## src/rtl/alu_mc.sv

```systemverilog
`default_nettype none
// ============================================================================
// Module   : alu_mc
// Brief    : Multi-cycle EX-stage ALU with valid/ready handshakes. Logic and
//            add/sub finish in one cycle; MUL (shift-add) and DIV (restoring)
//            iterate one bit per cycle. Optional build macro ALU_OVERFLOW_EN
//            adds a signed-overflow flag as flags[2].
// Revision : 1.0 - initial release
// ============================================================================
module alu_mc #(
    parameter int WIDTH = 32,
    parameter int CNT_W = $clog2(WIDTH) + 1
) (
    input  logic             clk,
    input  logic             rst,
    input  logic             in_valid,
    output logic             in_ready,
    input  logic [4:0]       opcode,
    input  logic [WIDTH-1:0] a,
    input  logic [WIDTH-1:0] b,
    output logic             out_valid,
    input  logic             out_ready,
    output logic [WIDTH-1:0] alu_out,
`ifdef ALU_OVERFLOW_EN
    output logic [2:0]       flags,
`else
    output logic [1:0]       flags,
`endif
    output logic             div_zero,
    output logic [2:0]       op
);

    localparam logic [2:0] c_OP_ADD = 3'b000;
    localparam logic [2:0] c_OP_SUB = 3'b001;
    localparam logic [2:0] c_OP_MUL = 3'b010;
    localparam logic [2:0] c_OP_DIV = 3'b011;
    localparam logic [2:0] c_OP_AND = 3'b100;
    localparam logic [2:0] c_OP_OR  = 3'b101;
    localparam logic [2:0] c_OP_XOR = 3'b110;
    localparam logic [2:0] c_OP_NOT = 3'b111;

    localparam logic [1:0] c_S_IDLE = 2'd0;
    localparam logic [1:0] c_S_MUL  = 2'd1;
    localparam logic [1:0] c_S_DIV  = 2'd2;
    localparam logic [1:0] c_S_DONE = 2'd3;

    logic [1:0]       r_state;
    logic [1:0]       w_state_d;
    logic [1:0]       w_accept_tgt;
    logic [WIDTH-1:0] r_m;
    logic [WIDTH-1:0] r_q;
    logic [WIDTH-1:0] r_acc;
    logic [WIDTH-1:0] r_res;
    logic [CNT_W-1:0] r_cnt;
    logic [2:0]       r_op;
    logic             r_dz;

    logic [2:0]       w_dec;
    logic             w_accept;
    logic             w_b_zero;
    logic             w_dz;
    logic             w_iter;
    logic [WIDTH-1:0] w_sum;
    logic [WIDTH-1:0] w_diff;
    logic [WIDTH-1:0] w_single;
    logic [WIDTH-1:0] w_mul_acc;
    logic [WIDTH-1:0] w_rem_sh;
    logic [WIDTH-1:0] w_rem_nx;
    logic [WIDTH-1:0] w_quo_nx;
    logic             w_rem_ge;

    always_comb begin
        w_dec = c_OP_ADD;
        case (opcode)
            5'b00010, 5'b00011, 5'b11101, 5'b11100: w_dec = c_OP_ADD;
            5'b00100, 5'b00101, 5'b10010:           w_dec = c_OP_SUB;
            5'b00110:                               w_dec = c_OP_MUL;
            5'b01000:                               w_dec = c_OP_DIV;
            5'b01010, 5'b01011, 5'b00111, 5'b11110: w_dec = c_OP_AND;
            5'b01100, 5'b01101:                     w_dec = c_OP_OR;
            5'b10000, 5'b10001:                     w_dec = c_OP_XOR;
            5'b01110:                               w_dec = c_OP_NOT;
            default:                                w_dec = c_OP_ADD;
        endcase
    end

    assign w_b_zero = (b == '0);
    assign w_dz     = (w_dec == c_OP_DIV) && w_b_zero;
    assign w_iter   = (w_dec == c_OP_MUL) || ((w_dec == c_OP_DIV) && !w_b_zero);
    assign in_ready = !rst && ((r_state == c_S_IDLE) ||
                               ((r_state == c_S_DONE) && out_ready));
    assign w_accept = in_valid && in_ready;
    assign w_sum    = a + b;
    assign w_diff   = a - b;

    // DIV only reaches this path with a zero divisor, which returns all ones.
    always_comb begin
        w_single = w_sum;
        case (w_dec)
            c_OP_SUB: w_single = w_diff;
            c_OP_DIV: w_single = '1;
            c_OP_AND: w_single = a & b;
            c_OP_OR:  w_single = a | b;
            c_OP_XOR: w_single = a ^ b;
            c_OP_NOT: w_single = ~a;
            default:  w_single = w_sum;
        endcase
    end

    // The remainder is always below the divisor, so its shifted-out MSB
    // alone proves the shifted value is large enough to subtract.
    assign w_mul_acc = r_acc + (r_q[0] ? r_m : '0);
    assign w_rem_sh  = {r_acc[WIDTH-2:0], r_q[WIDTH-1]};
    assign w_rem_ge  = r_acc[WIDTH-1] || (w_rem_sh >= r_m);
    assign w_rem_nx  = w_rem_ge ? (w_rem_sh - r_m) : w_rem_sh;
    assign w_quo_nx  = {r_q[WIDTH-2:0], w_rem_ge};

    assign w_accept_tgt = (w_dec == c_OP_MUL) ? c_S_MUL :
                          (w_iter ? c_S_DIV : c_S_DONE);

    always_comb begin
        w_state_d = r_state;
        case (r_state)
            c_S_IDLE: if (w_accept) w_state_d = w_accept_tgt;
            c_S_MUL:  if (r_cnt == '0) w_state_d = c_S_DONE;
            c_S_DIV:  if (r_cnt == '0) w_state_d = c_S_DONE;
            c_S_DONE: if (out_ready) w_state_d = w_accept ? w_accept_tgt : c_S_IDLE;
            default:  w_state_d = c_S_IDLE;
        endcase
    end

`ifdef ALU_OVERFLOW_EN
    logic r_ovf;
    logic w_ovf;

    always_comb begin
        w_ovf = 1'b0;
        case (w_dec)
            c_OP_ADD: w_ovf = (a[WIDTH-1] == b[WIDTH-1]) && (w_sum[WIDTH-1] != a[WIDTH-1]);
            c_OP_SUB: w_ovf = (a[WIDTH-1] != b[WIDTH-1]) && (w_diff[WIDTH-1] != a[WIDTH-1]);
            default:  w_ovf = 1'b0;
        endcase
    end

    assign flags = {r_ovf, r_res[WIDTH-1], (r_res == '0)};
`else
    assign flags = {r_res[WIDTH-1], (r_res == '0)};
`endif

    always_ff @(posedge clk) begin
        if (rst) begin
            r_state <= c_S_IDLE;
            r_m     <= '0;
            r_q     <= '0;
            r_acc   <= '0;
            r_res   <= '0;
            r_cnt   <= '0;
            r_op    <= c_OP_ADD;
            r_dz    <= 1'b0;
`ifdef ALU_OVERFLOW_EN
            r_ovf   <= 1'b0;
`endif
        end else begin
            r_state <= w_state_d;
            if (w_accept) begin
                r_op  <= w_dec;
                r_dz  <= w_dz;
                r_m   <= (w_dec == c_OP_DIV) ? b : a;
                r_q   <= (w_dec == c_OP_DIV) ? a : b;
                r_acc <= '0;
                r_cnt <= CNT_W'(WIDTH - 1);
                if (!w_iter) r_res <= w_single;
`ifdef ALU_OVERFLOW_EN
                r_ovf <= w_ovf;
`endif
            end else if (r_state == c_S_MUL) begin
                r_acc <= w_mul_acc;
                r_m   <= r_m << 1;
                r_q   <= r_q >> 1;
                r_cnt <= r_cnt - CNT_W'(1);
                if (r_cnt == '0) r_res <= w_mul_acc;
            end else if (r_state == c_S_DIV) begin
                r_acc <= w_rem_nx;
                r_q   <= w_quo_nx;
                r_cnt <= r_cnt - CNT_W'(1);
                if (r_cnt == '0) r_res <= w_quo_nx;
            end
        end
    end

    assign out_valid = (r_state == c_S_DONE);
    assign alu_out   = r_res;
    assign div_zero  = r_dz;
    assign op        = r_op;

endmodule
`default_nettype wire

```

## config.mk

```make
export PLATFORM = sky130hd
export DESIGN_NAME = alu_mc
export DESIGN_NICKNAME = d
export VERILOG_FILES = /design/src/rtl/alu_mc.sv
export SDC_FILE = /design/constraint.sdc
export NUM_CORES = 1
export LEC_CHECK = 0
export CORE_MARGIN = 4
export CORE_UTILIZATION = 60
export CTS_CLUSTER_DIAMETER = 80
export CTS_CLUSTER_SIZE = 12
export DETAILED_ROUTE_END_ITERATION = 8
export HOLD_SLACK_MARGIN = 0.06
export PLACE_DENSITY = 0.93
export SLEW_MARGIN = 10
export SYNTH_ARGS = -nofsm -noshare
export SYNTH_HDL_FRONTEND = slang
export SYNTH_SLANG_ARGS = --single-unit
```

## constraint.sdc

```tcl
create_clock -name clk -period 6.15 [get_ports clk]
set_input_delay 0.9225 -clock clk [delete_from_list [all_inputs] [get_ports clk]]
set_output_delay 0.9225 -clock clk [all_outputs]
set_load 0.03 [all_outputs]
```

# Yosys cells after proc, flatten, opt, wreduce, memory -nomap -nowiden

Memory sizes are Yosys's and may differ from the RTL's.
Cells that the tools add are included.

Flip-flop bits (word level): 140
Bits in latches: 0
Bits in writable memories: 0
Bits in read-only memories: 96
Input bits: 73
Output and inout bits: 40
Word-level logic and storage cells: 85
Memories kept: 1

$add $sub $neg: 5
Multiply operators: 0
Divide/modulo/power cells: 0
Magnitude comparators: 1
Eq/ne operators: 16
Shifts and indexed selects: 0
Muxes and demuxes: 28
Bitwise gates (word level): 4
Reductions and logical operators: 21

Memory list:

| memory           | depth | bits a word | rd ports | clocked after Yosys merged registers in | write ports | RTL line | source |
|---|---|---|---|---|---|---|---|
| (name not given) | 32    | 3           | 1        | 0                                       | 0           | 74       | `case (opcode)` |

Operators by type and width:

| cell                  | number |
|---|---|
| $mux W32              | 17 |
| $pmux W32 S6          | 1 |
| $add A32 B32 Y32      | 2 |
| $logic_not A32 Y1     | 2 |
| $sub A32 B32 Y32      | 2 |
| $and A32 B32 Y32      | 1 |
| $ge A32 B32 Y1        | 1 |
| $not A32 Y32          | 1 |
| $or A32 B32 Y32       | 1 |
| $xor A32 B32 Y32      | 1 |
| $eq A3 B3 Y1 const B  | 4 |
| $mux W6               | 2 |
| $mux W2               | 5 |
| $eq A3 B2 Y1 const B  | 2 |
| $logic_not A6 Y1      | 1 |
| $ne A3 B3 Y1 const B  | 2 |
| $pmux W2 S3           | 1 |
| $sub A6 B1 Y6 const B | 1 |
| $logic_and A1 B1 Y1   | 5 |
| $mux W5               | 1 |
| $eq A2 B2 Y1 const B  | 2 |
| $ne A2 B1 Y1 const B  | 2 |
| $ne A2 B2 Y1 const B  | 2 |
| $reduce_and A4 Y1     | 1 |
| 10 further kinds      | 15 |

# Depth between registers and ports, before layout

Gate-level depths: netlist of the first run.

Depth in word-level cells: 9
Gate-level depth with buffers: 20

# Worst setup path after synthesis of the first run

No wires, ideal clock.

Path kind: input port to flip-flop
From: input opcode[4]
To: register r_res[30], in the netlist alu_out[30]
Library setup time: 0.117 ns
Data arrival time: 5.563 ns
Setup slack: 0.470 ns
Cell stages on the path: 20
Cells stage by stage: clkbuf_1 -> nand2_1 -> o32a_1 -> clkbuf_1 -> clkbuf_1 -> clkbuf_1 -> nor3_1 -> nor2_1 -> xnor2_1 -> ha_1 -> and2b_1 -> o2111ai_1 -> nand2_2 -> a221o_1 -> o221a_4 -> a21oi_4 -> nor2_2 -> or3_1 -> or4_1 -> a32o_1

Word-level cells in the longest chain between the ends: 6
Elaborated cells on any way between the ends: 15

RTL lines:

| item                        | RTL line | source |
|---|---|---|
| from (decl)                 | 18       | `input logic [4:0] opcode,` |
| $mem_v2 Z32 W3 *            | n/a      |  |
| $eq A3 B2 Y1                | 89, 99   |  |
| $logic_and A1 B1 Y1         | 89       | `assign w_iter = (w_dec == c_OP_MUL) \|\| ((w_dec == c_OP_DIV) && !w_b_zero);` |
| $logic_or A1 B1 Y1          | 89       |  |
| $ne A2 B2 Y1 (no line)      | n/a      |  |
| $reduce_and A4 Y1 (no line) | n/a      |  |
| to (signal assigned)        | 172      | `if (!w_iter) r_res <= w_single;` |
| to (signal assigned)        | 181      | `if (r_cnt == '0) r_res <= w_mul_acc;` |
| to (signal assigned)        | 186      | `if (r_cnt == '0) r_res <= w_quo_nx;` |
| to (decl)                   | 53       | `logic [WIDTH-1:0] r_res;` |

Every way passes the cells marked *; elsewhere a longest branch is shown, timed or not. The select of a mux whose other input is x is not followed.
A chain may end at the register's enable or synchronous reset.

# Final worst setup path of the first run

From: input opcode[1]
To: register r_res[28], in the netlist alu_out[28]

The elaborated chain is that of the path after synthesis.

==> results of run 1 <==
==> placed cells by master, fill, tap and decap left out, types with 8 or more instances in the layout <==
cell and count:
dfxtp_1 140, o211ai_1 44, o22ai_1 10, a21oi_1 214, xnor2_1 75, nand2_1 173
clkbuf_16 17, buf_4 30, a211oi_1 162, clkdlybuf4s50_1 111, a221oi_1 13, o21ai_0 133
or3_1 11, inv_1 132, xor2_1 34, a31oi_1 17, nor2_1 228, a21o_1 55
a311oi_1 12, nand4_1 18, a211o_1 10, nor3_1 37, and2_1 35, nand2b_1 12
o21a_1 15, o21bai_1 10, ha_1 163, or4_1 8, nand3_1 22, nor4_1 10
nor2b_1 10, mux2i_1 82, o31a_1 9
==> power by group through the flow <==
stage                     Combinational [mW]  Clock, mW  Sequential (mW)
after CTS                               4.05       1.06             1.38
after global placement                  3.91          0             1.39
after global routing                    4.53       1.10             1.42
after floorplan                         2.99          0             1.40
after detailed placement                4.01          0             1.40
final                                   4.15       1.07             1.40
==> worst reg2reg max path, stage by stage, from the launching register on <==
cell,delay [ns]
dfxtp_1,0.99
and2_1,0.25
ha_1,0.25
o21ai_0,0.19
a2111oi_0,0.73
a221oi_1,0.26
a211oi_1,0.40
o21ai_0,0.24
o21a_1,0.26
o21ai_0,0.22
xor2_1,0.29
a21oi_1,0.15
o31a_1,0.28
==> path summary, 6_finish.rpt <==
path | from | end | slack [ns] | depth (start not counted)
setup / recovery | opcode[1] | alu_out[28] | 0.52 | 18
hold / removal | op[2] | op[2] | 0.45 | 2
hold reg to reg | op[2] | op[2] | 0.45 | 2
setup reg to reg | r_q[0] | alu_out[31] | 1.53 | 12
==> per-layer routing <==
| metal | GRT usage (%) | vias up | share of wire [%] |
|---|---|---|---|
| met5 | 0 | - | 0 |
| met4 | 10.9 | 0 | 3.3 |
| met3 | 6.64 | 129 | 11 |
| met2 | 52.1 | 1025 | 43 |
| met1 | 49.0 | 7763 | 43 |
| li1 | - | 7964 | - |
==> per-stage QoR <==
stage	instances	total power [mW]	worst slack, ns	utilization [%]
after floorplan	2161	4.38	0.470	-
after global placement	2497	5.30	0.147	65.6
after detailed placement	2497	5.41	0.112	65.6
after CTS	2529	6.50	0.538	67.9
after global routing	2529	7.05	0.120	67.9
final	2529	6.62	0.518	67.9
==> state kept, by name (all words and copies together), names as in the netlist <==
signal / cells
alu_out: 32
r_acc: 32
r_m: 32
r_q: 32
r_cnt: 6
op: 3
r_state: 2
div_zero: 1
==> layout make-up <==
class	instances	area, um^2
multi-input combinational	1748	11900
tap	335	419
inverter	133	499
clock inverter	10	140
timing repair buffer	141	1340
fill	2118	8310
clock buffer	22	464
sequential	140	2800
==> cell families (layout without fill, tap and decap cells) <==
family	count (synthesis)	count (layout)	share of synthesized area [%]
simple gates	598	598	17.2
mux	89	89	5.72
flops	140	140	17.8
fa+ha+maj	169	169	13.6
xor+xnor	109	109	6.07
buf+inv	273	306	6.78
compound gates	783	783	32.8
==> reports/results.tsv, run 1 <==
stage	metric	value	unit
clock_network	H-tree depth	4	
clock_network	CTS tree	done	
yosys	top cell type's share of synthesized area	17.8	%
route	via-per-instance ratio	6.67	
critical_path	CP Class	in2reg	
route	wirelength, routed	51.3	mm
timing	Final Hold Viols	0	
cells_and_area	fin area	17600	um^2
power_and_ir_drop	share of power burned in registers	21.2	%
critical_path	CP max stage delay	0.65	ns
die	Horiz. Die Dim	170	um
yosys	cell with the most instances after synthesis	nor2_1	
timing	max frequency	178	MHz
power_and_ir_drop	sw power	3.19	mW
yosys	ys async rst share	0	%
critical_path	Top delay family on crit path	compound AO/OA/AOI/OAI gates	
yosys	count of cell types in the netlist	80	
global_routing	GRT Total Usage	34.3	%
place	DP Area	17000	um^2
place	post-DP HPWL	38.7	mm
yosys	Post-Syn Nets	2402	
die	Starting Density	60.7	%
die	Site Rows	59	
min_path	worst min-delay path class	reg2reg	
power_and_ir_drop	Switching Share	48.2	%
yosys	Post-Synthesis Cells	2161	
power_and_ir_drop	Clk pwr share	16.1	%
power_and_ir_drop	Static Leak	7.20	nW
yosys	yosys warns	0	
clock_network	worst skew pair latency	0.43	ns
clock_network	Bufs on Longest Clock Path	2	
cells_and_area	share of layout cells above drive strength 1	4.28	%
power_and_ir_drop	Comb pwr share	62.7	%
clock_network	# clock sinks	140	
global_routing	first-pass GRT wire length	81.6	mm
yosys	Most used DFF post-synth	dfxtp_1	
clock_network	Post-CTS Setup Bufs	0	
global_routing	largest net degree at the start of global routing	81	
die	CORE AREA	25900	um^2
critical_path	Critical Path Slowest Stage Cell	a2111oi_0	
yosys	post-synthesis register bit count	140	
clock_network	CTS root buffer	clkbuf_16	
critical_path	CP endpoint kind	flop	
outcome	status	finished, final reports clean	
timing	RSZ-0062 raised after global routing	false	
yosys	area leader, netlist	dfxtp_1	
clock_network	post-CTS resize count	0	
timing	Period Utilization, post-route	91.6	%
route	WL per Instance	20.3	um
yosys	EDFF count, synth	0	
critical_path	maximum fanout along the worst path	8	
route	drt drc	0	
critical_path	critical path, cell by cell	clkdlybuf4s50_1 > nor3b_1 > a21oi_1 > o32a_1 > nand3_1 > o41ai_1 > xnor2_1 > ha_1 > a41oi_1 > o21ai_0 > a21o_1 > a221o_1 > o221a_4 > a21oi_4 > nor2_2 > a2111oi_0 > o21ai_0 > a221oi_1	
global_routing	initial antenna violation count	0	
timing	Slew HR	19.3	%
clock_network	CTS buffer count	17	
global_routing	GRT overflow	0	
timing	setup violators final	0	
place	Placer Congestion	0.989	
timing	Slew Viols, Final	0	
cells_and_area	area delta synth->final	11.9	%
timing	post-layout min period	5.63	ns
yosys	Post-Synthesis Cell Area	15700	um^2
die	IO Count	113	
critical_path	WP buf/inv	1	
cells_and_area	nets@finish	2422	
critical_path	CP required	6.49	ns
clock_network	hold_buf cts	0	
yosys	syn_area_per_cell	7.28	um^2
route	First-pass DRT Iterations	6	
critical_path	Worst Setup Start Kind	primary input	
power_and_ir_drop	Peak VDD IR	0.000288	V
yosys	Post-synth top cells	nor2_1, a21oi_1, nand2_1	
clock_network	clk slew on worst S/H paths	0.07	ns
timing	worst slew pin tran	1.21	ns
power_and_ir_drop	Pint	3.42	mW
route	via count	16900	
run	max-cap violations	0	
die	Die Ht	170	um
critical_path	Top cell by count, worst path	o21ai_0	
place	Buffers on Ports	112	
route	Routed Antenna Nets	0	
global_routing	number of global-route vias before repair	15400	
power_and_ir_drop	Pwr Density	376	nW/um^2
timing	Setup TNS	0	ns
timing	hold slack	0.453	ns
yosys	part of the Yosys area used for sequential elements	17.8	%
cells_and_area	diode count	0	
die	die area	28900	um^2
critical_path	worst path arrival time	5.97	ns
timing	clock skew	0.0121	ns
route	First DRT Iteration DRCs	2020	
yosys	top cells by area, synth	dfxtp_1, ha_1, a211oi_1	
Note: power is estimated with default switching activity, not from simulation.
==> run 2, diff against run 1 <==
Settings changed: CELL_PAD_IN_SITES_DETAIL_PLACEMENT from default to 0, CELL_PAD_IN_SITES_GLOBAL_PLACEMENT from default to 1, CORE_UTILIZATION 60 to 45, PLACE_DENSITY 0.93 to 0.95, TNS_END_PERCENT from default to 100.
==> run 2 against run 1 <==
Effect of this change: die area up 32%; global-route usage fell by 7.7 points; sequential power about the same; non-clock buffer count grew 6; setup slack improved by 0.12 ns; final area grew 1.3%; critical path depth unchanged; critical endpoint is now alu_out[30]; largest power group unchanged; highest routed layer unchanged.
==> reports/results.tsv, run 2 (synthesis results as in run 1) <==
stage	metric	value	unit
outcome	status	finished, final reports clean	
route	met3 WL	3.85	mm
cells_and_area	commonest non-fill, non-tap cell in the layout	nor2_1	
route	WL met2	23.3	mm
clock_network	CTS tree	done	
place	Setup WS pre-CTS	0.245	ns
route	drt drc	0	
cells_and_area	diode count	0	
route	via count	16300	
critical_path	r2r setup slk	1.72	ns
timing	hold slack	0.459	ns
die	Die Ht	195	um
clock_network	post-CTS resize count	0	
critical_path	maximum fanout along the worst path	6	
critical_path	worst path arrival time	5.84	ns
clock_network	CTS buffer count	17	
critical_path	Worst Setup Start Kind	primary input	
place	post-DP HPWL	40.4	mm
cells_and_area	commonest cells after routing, fill and taps aside	nor2_1, a21oi_1, nand2_1	
critical_path	Critical Path Slowest Stage Cell	or4b_1	
critical_path	CP endpoint kind	flop	
global_routing	GRT overflow	0	
global_routing	number of global-route vias before repair	15000	
route	Routed Antenna Nets	0	
min_path	worst min-delay path class	reg2reg	
global_routing	first-pass GRT wire length	83.3	mm
cells_and_area	area of the multi-input gates	11900	um^2
die	Horiz. Die Dim	195	um
timing	Final Worst Setup Slack	0.633	ns
cells_and_area	area delta synth->final	13.3	%
clock_network	H-tree depth	4	
timing	Slew Viols, Final	0	
clock_network	CTS root buffer	clkbuf_16	
power_and_ir_drop	Peak VDD IR	0.000228	V
run	max-cap violations	0	
critical_path	critical path, cell by cell	clkdlybuf4s50_1 > inv_1 > ha_1 > or4b_1 > or3_1 > nand2_1 > xnor2_1 > ha_1 > a41oi_1 > o21ai_0 > a21o_1 > a221o_1 > o221a_4 > a21oi_4 > nor2_2 > or3_1 > or4_1 > a32o_1	
cells_and_area	register area	2800	um^2
timing	max frequency	181	MHz
die	die area	38000	um^2
route	WL per Instance	19.9	um
timing	RSZ-0062 raised after global routing	false	
die	Site Rows	68	
timing	Final Hold Viols	0	
timing	Setup TNS	0	ns
timing	post-layout min period	5.52	ns
power_and_ir_drop	Static Leak	7.24	nW
cells_and_area	nets@finish	2428	
critical_path	CP required	6.48	ns
timing	Slew HR	19.2	%
route	First-pass DRT Iterations	5	
cells_and_area	fin area	17800	um^2
clock_network	clk slew on worst S/H paths	0.07	ns
die	IO Count	113	
clock_network	worst skew pair latency	0.43	ns
global_routing	initial antenna violation count	0	
route	wirelength, routed	52.9	mm
die	CORE AREA	34500	um^2
clock_network	hold_buf cts	0	
clock_network	Post-CTS Setup Bufs	0	
timing	Period Utilization, post-route	89.7	%
global_routing	largest net degree at the start of global routing	85	
route	First DRT Iteration DRCs	1421	
global_routing	GRT Total Usage	26.6	%
clock_network	Bufs on Longest Clock Path	2	
die	Starting Density	45.5	%
place	Placer Congestion	0.954	
critical_path	CP max stage delay	0.56	ns
power_and_ir_drop	Pwr Density	373	nW/um^2
cells_and_area	Fillers	3448	
route	top layer in use	met4	
cells_and_area	share of layout cells above drive strength 1	4.64	%
clock_network	# clock sinks	140	
route	M1 wire length	24.6	mm
timing	clock skew	0.0122	ns
place	Buffers on Ports	112	
critical_path	CP Class	in2reg	
timing	setup violators final	0	
route	via-per-instance ratio	6.15	
timing	worst slew pin tran	1.21	ns
cells_and_area	final core occ	51.6	%
place	DP Area	17200	um^2
[run 2: worst paths after layout]
path,startpoint,to,depth (start not counted)
max reg2reg,r_q[0],alu_out[30],14
max,b[0],alu_out[30],18
min reg2reg,op[2],op[2],2
min,op[2],op[2],2
[run 2: per-layer routing]
metal	global-route usage (%)	vias to the layer above
met4	6.72	0
met5	0	-
met1	39.0	7616
li1	-	7957
met2	41.7	691
met3	2.76	72
[run 2: power breakdown]
group | leakage (nW) | switching, mW | internal, mW
Sequential | 1.15 | 0.271 | 1.13
Combinational | 5.80 | 2.49 | 1.65
Clock | 0.295 | 0.425 | 0.690
Total | 7.24 | 3.19 | 3.46
[run 2: area by class of cell]
class                      instances  share of cell area, %
clock buffer                      18                   2.46
clock inverter                    14                   1.09
inverter                         133                   2.80
multi-input combinational       1748                   67.0
sequential                       140                   15.7
tap                              455                   3.19
timing repair buffer             147                   7.75
[run 2: worst max-delay path: cells and delay by family]
kind,cells,cell delay [ns]
AND/OR/NAND/NOR,6,1.87
AO/OA/AOI/OAI,7,1.69
XOR/XNOR,1,0.14
adder cells (fa/ha/maj),2,0.54
buffers and inverters,2,0.68
[run 2: through the flow]
stage          std cells  total power [mW]
2_1_floorplan       2161              4.38
3_3_place_gp        2623              5.39
3_5_place_dp        2623              5.45
4_1_cts             2655              6.59
5_1_grt             2655              7.14
6_report            2655              6.65
==> run 3, diff against run 2 <==
Settings changed: GPL_ROUTABILITY_DRIVEN from default to 1, GPL_TIMING_DRIVEN from default to 0.
==> run 3 against run 2 <==
Effect of this change: clock power increased by 4%; sequential share of layout area decreased by 0.33 points; sequential power about the same; global-route usage increased by 6.5 points; via count increased by 8.2%; critical path depth increased by 1; critical endpoint unchanged; highest routed layer unchanged.
==> reports/results.tsv, run 3 (synthesis results as in run 1) <==
stage	metric	value	unit
die	Site Rows	68	
critical_path	Critical Path Slowest Stage Cell	clkdlybuf4s50_1	
critical_path	worst path arrival time	6.28	ns
timing	clock skew	0.00745	ns
cells_and_area	nets@finish	2533	
cells_and_area	register area	2800	um^2
die	CORE AREA	34500	um^2
timing	setup violators final	0	
cells_and_area	Fillers	3431	
run	max-cap violations	0	
cells_and_area	Non-Filler Instances	2760	
route	First DRT Iteration DRCs	2250	
min_path	worst min-delay path class	reg2reg	
route	WL per Instance	23.9	um
power_and_ir_drop	Comb pwr share	64.3	%
timing	post-layout min period	5.96	ns
global_routing	routing usage on met3	4.19	%
route	wirelength, routed	66.0	mm
cells_and_area	area of the multi-input gates	12000	um^2
clock_network	worst skew pair latency	0.43	ns
cells_and_area	share of layout cells above drive strength 1	3.77	%
timing	Slew HR	38.1	%
clock_network	hold_buf cts	0	
place	post-DP HPWL	52.7	mm
clock_network	CTS buffer count	17	
cells_and_area	commonest cells after routing, fill and taps aside	nor2_1, a21oi_1, nand2_1	
min_path	Hold EP	op[2]	
power_and_ir_drop	Clk pwr share	16.1	%
clock_network	CTS tree	done	
timing	Period Utilization, post-route	96.9	%
critical_path	reg2reg start	r_q[0]	
timing	worst slew pin tran	0.928	ns
place	Placed Cells	2726	
global_routing	initial antenna violation count	0	
route	via-per-instance ratio	6.41	
global_routing	number of global-route vias before repair	17000	
critical_path	Top delay family on crit path	compound AO/OA/AOI/OAI gates	
cells_and_area	diode count	0	
timing	RSZ-0062 raised after global routing	false	
power_and_ir_drop	sw power	3.58	mW
min_path	Hold Startpoint	op[2]	
critical_path	CP Class	in2reg	
critical_path	r2r setup slk	0.79	ns
power_and_ir_drop	Pwr Density	391	nW/um^2
timing	hold slack	0.443	ns
route	drt drc	0	
global_routing	GRT Total Usage	33.1	%
route	First-pass DRT Iterations	6	
global_routing	first-pass GRT wire length	98.9	mm
cells_and_area	commonest non-fill, non-tap cell in the layout	nor2_1	
clock_network	# clock sinks	140	
power_and_ir_drop	Pint	3.54	mW
route	Routed Antenna Nets	0	
critical_path	CP required	6.47	ns
critical_path	Worst Setup Start Kind	primary input	
die	IO Count	113	
global_routing	busiest grt layer	met2	
critical_path	WP buf/inv	3	
critical_path	maximum fanout along the worst path	10	
global_routing	global-route track usage on met2	53.9	%
timing	max frequency	168	MHz
min_path	WHS Path Cells	2	
clock_network	H-tree depth	4	
outcome	status	finished, final reports clean	
route	via count	17700	
die	Starting Density	45.5	%
place	Buffers on Ports	110	
die	Horiz. Die Dim	195	um
global_routing	largest net degree at the start of global routing	20	
clock_network	clk slew on worst S/H paths	0.06	ns
timing	Final Hold Viols	0	
critical_path	critical path, cell by cell	clkdlybuf4s50_1 > maj3_1 > o32a_4 > clkbuf_8 > clkbuf_4 > nor3_4 > nor2_1 > xnor2_1 > ha_1 > and2b_1 > o2111ai_1 > nand2_2 > a221o_1 > o221a_4 > a21oi_4 > nor2_2 > or3_1 > or4_1 > a32o_1	
critical_path	CP endpoint kind	flop	
critical_path	r2r worst-path depth	14	
power_and_ir_drop	Switching Share	50.3	%
die	Die Ht	195	um
clock_network	CTS root buffer	clkbuf_16	
critical_path	CP max stage delay	0.55	ns
power_and_ir_drop	Static Leak	7.35	nW
critical_path	worst reg2reg endpoint	alu_out[31]	
place	Placer Congestion	1.03	
die	die area	38000	um^2
global_routing	met1 Usage GRT	43.1	%
cells_and_area	area delta synth->final	15.7	%
global_routing	GRT overflow	0	
power_and_ir_drop	share of power burned in registers	19.6	%
clock_network	Bufs on Longest Clock Path	2	
power_and_ir_drop	Peak VDD IR	0.000203	V
timing	Slew Viols, Final	0	
==> run 3: cell types whose count changed in the layout (fill, tap and decap cells not counted), moves of 3 or more <==
cell             change
buf_1               +10
clkbuf_8             +5
clkbuf_1           +110
buf_4               -25
dlymetal6s2s_1       +3
buf_2                +4
clkdlybuf4s50_1      -4
==> run 3: timing repair <==
item,in CTS,in global routing
pin swaps,1,1
resized for setup,16,15
setup buffers,3,2
setup endpoints to repair,25,8
==> run 3: area by class of cell <==
| type | count | area share (%) |
|---|---|---|
| Multi-Input combinational cell | 1748 | 65.7 |
| Sequential cell | 140 | 15.4 |
| Timing Repair Buffer | 115 | 6.30 |
| Buffer | 137 | 3.17 |
| Tap cell | 455 | 3.13 |
| Inverter | 133 | 2.74 |
| Clock buffer | 22 | 2.72 |
| Clock inverter | 10 | 0.880 |
==> run 3: power by group through the flow <==
stage	Sequential, mW	Clock (mW)	Combinational (mW)
2_1_floorplan	1.40	0	2.99
3_3_place_gp	1.39	0	4.34
3_5_place_dp	1.40	0	4.39
4_1_cts	1.38	1.14	4.44
5_1_grt	1.42	1.18	4.92
6_report	1.40	1.15	4.58
==> run 3: worst max path at each step <==
stage | startpoint | end | slack [ns] | cells past startpoint
floorplan | opcode[4] | alu_out[30] | 0.47 | 20
global placement | opcode[0] | alu_out[27] | -1.89 | 21
detailed placement | opcode[0] | alu_out[27] | -1.90 | 21
CTS | opcode[3] | alu_out[27] | 0.02 | 20
global route | opcode[1] | alu_out[30] | 0.03 | 20
finish | opcode[1] | alu_out[30] | 0.19 | 19
==> run 3: per-layer routing <==
layer	share of wire [%]	vias up
met5	0	-
met4	5.6	0
met3	8.2	216
met2	45	979
met1	42	8297
li1	-	8187
==> run 3: worst reg2reg max path, cell delays in order (launching register included) <==
cell       delay (ns)
dfxtp_1          0.53
clkbuf_1         0.40
and2_1           0.19
ha_1             0.11
clkbuf_1         0.28
nand3_1          0.18
a2111oi_0        0.67
a221oi_1         0.26
a211oi_1         0.62
o21ai_0          0.32
o21a_1           0.27
o21ai_0          0.69
xor2_1           0.29
a21oi_1          0.15
o31a_1           0.29
==> run 3: metrics by stage <==
step	TNS (ns)	utilization (%)	total power [mW]	instance area (um^2)	setup WS (ns)
floorplan	0	-	4.38	15700	0.470
global route	0	52.7	7.52	18200	0.0306
detailed placement	-29.24	50.4	5.79	17400	-1.90
CTS	0	52.5	6.97	18100	0.0169
finish	0	52.7	7.12	18200	0.192
global placement	-28.74	50.4	5.74	17400	-1.89
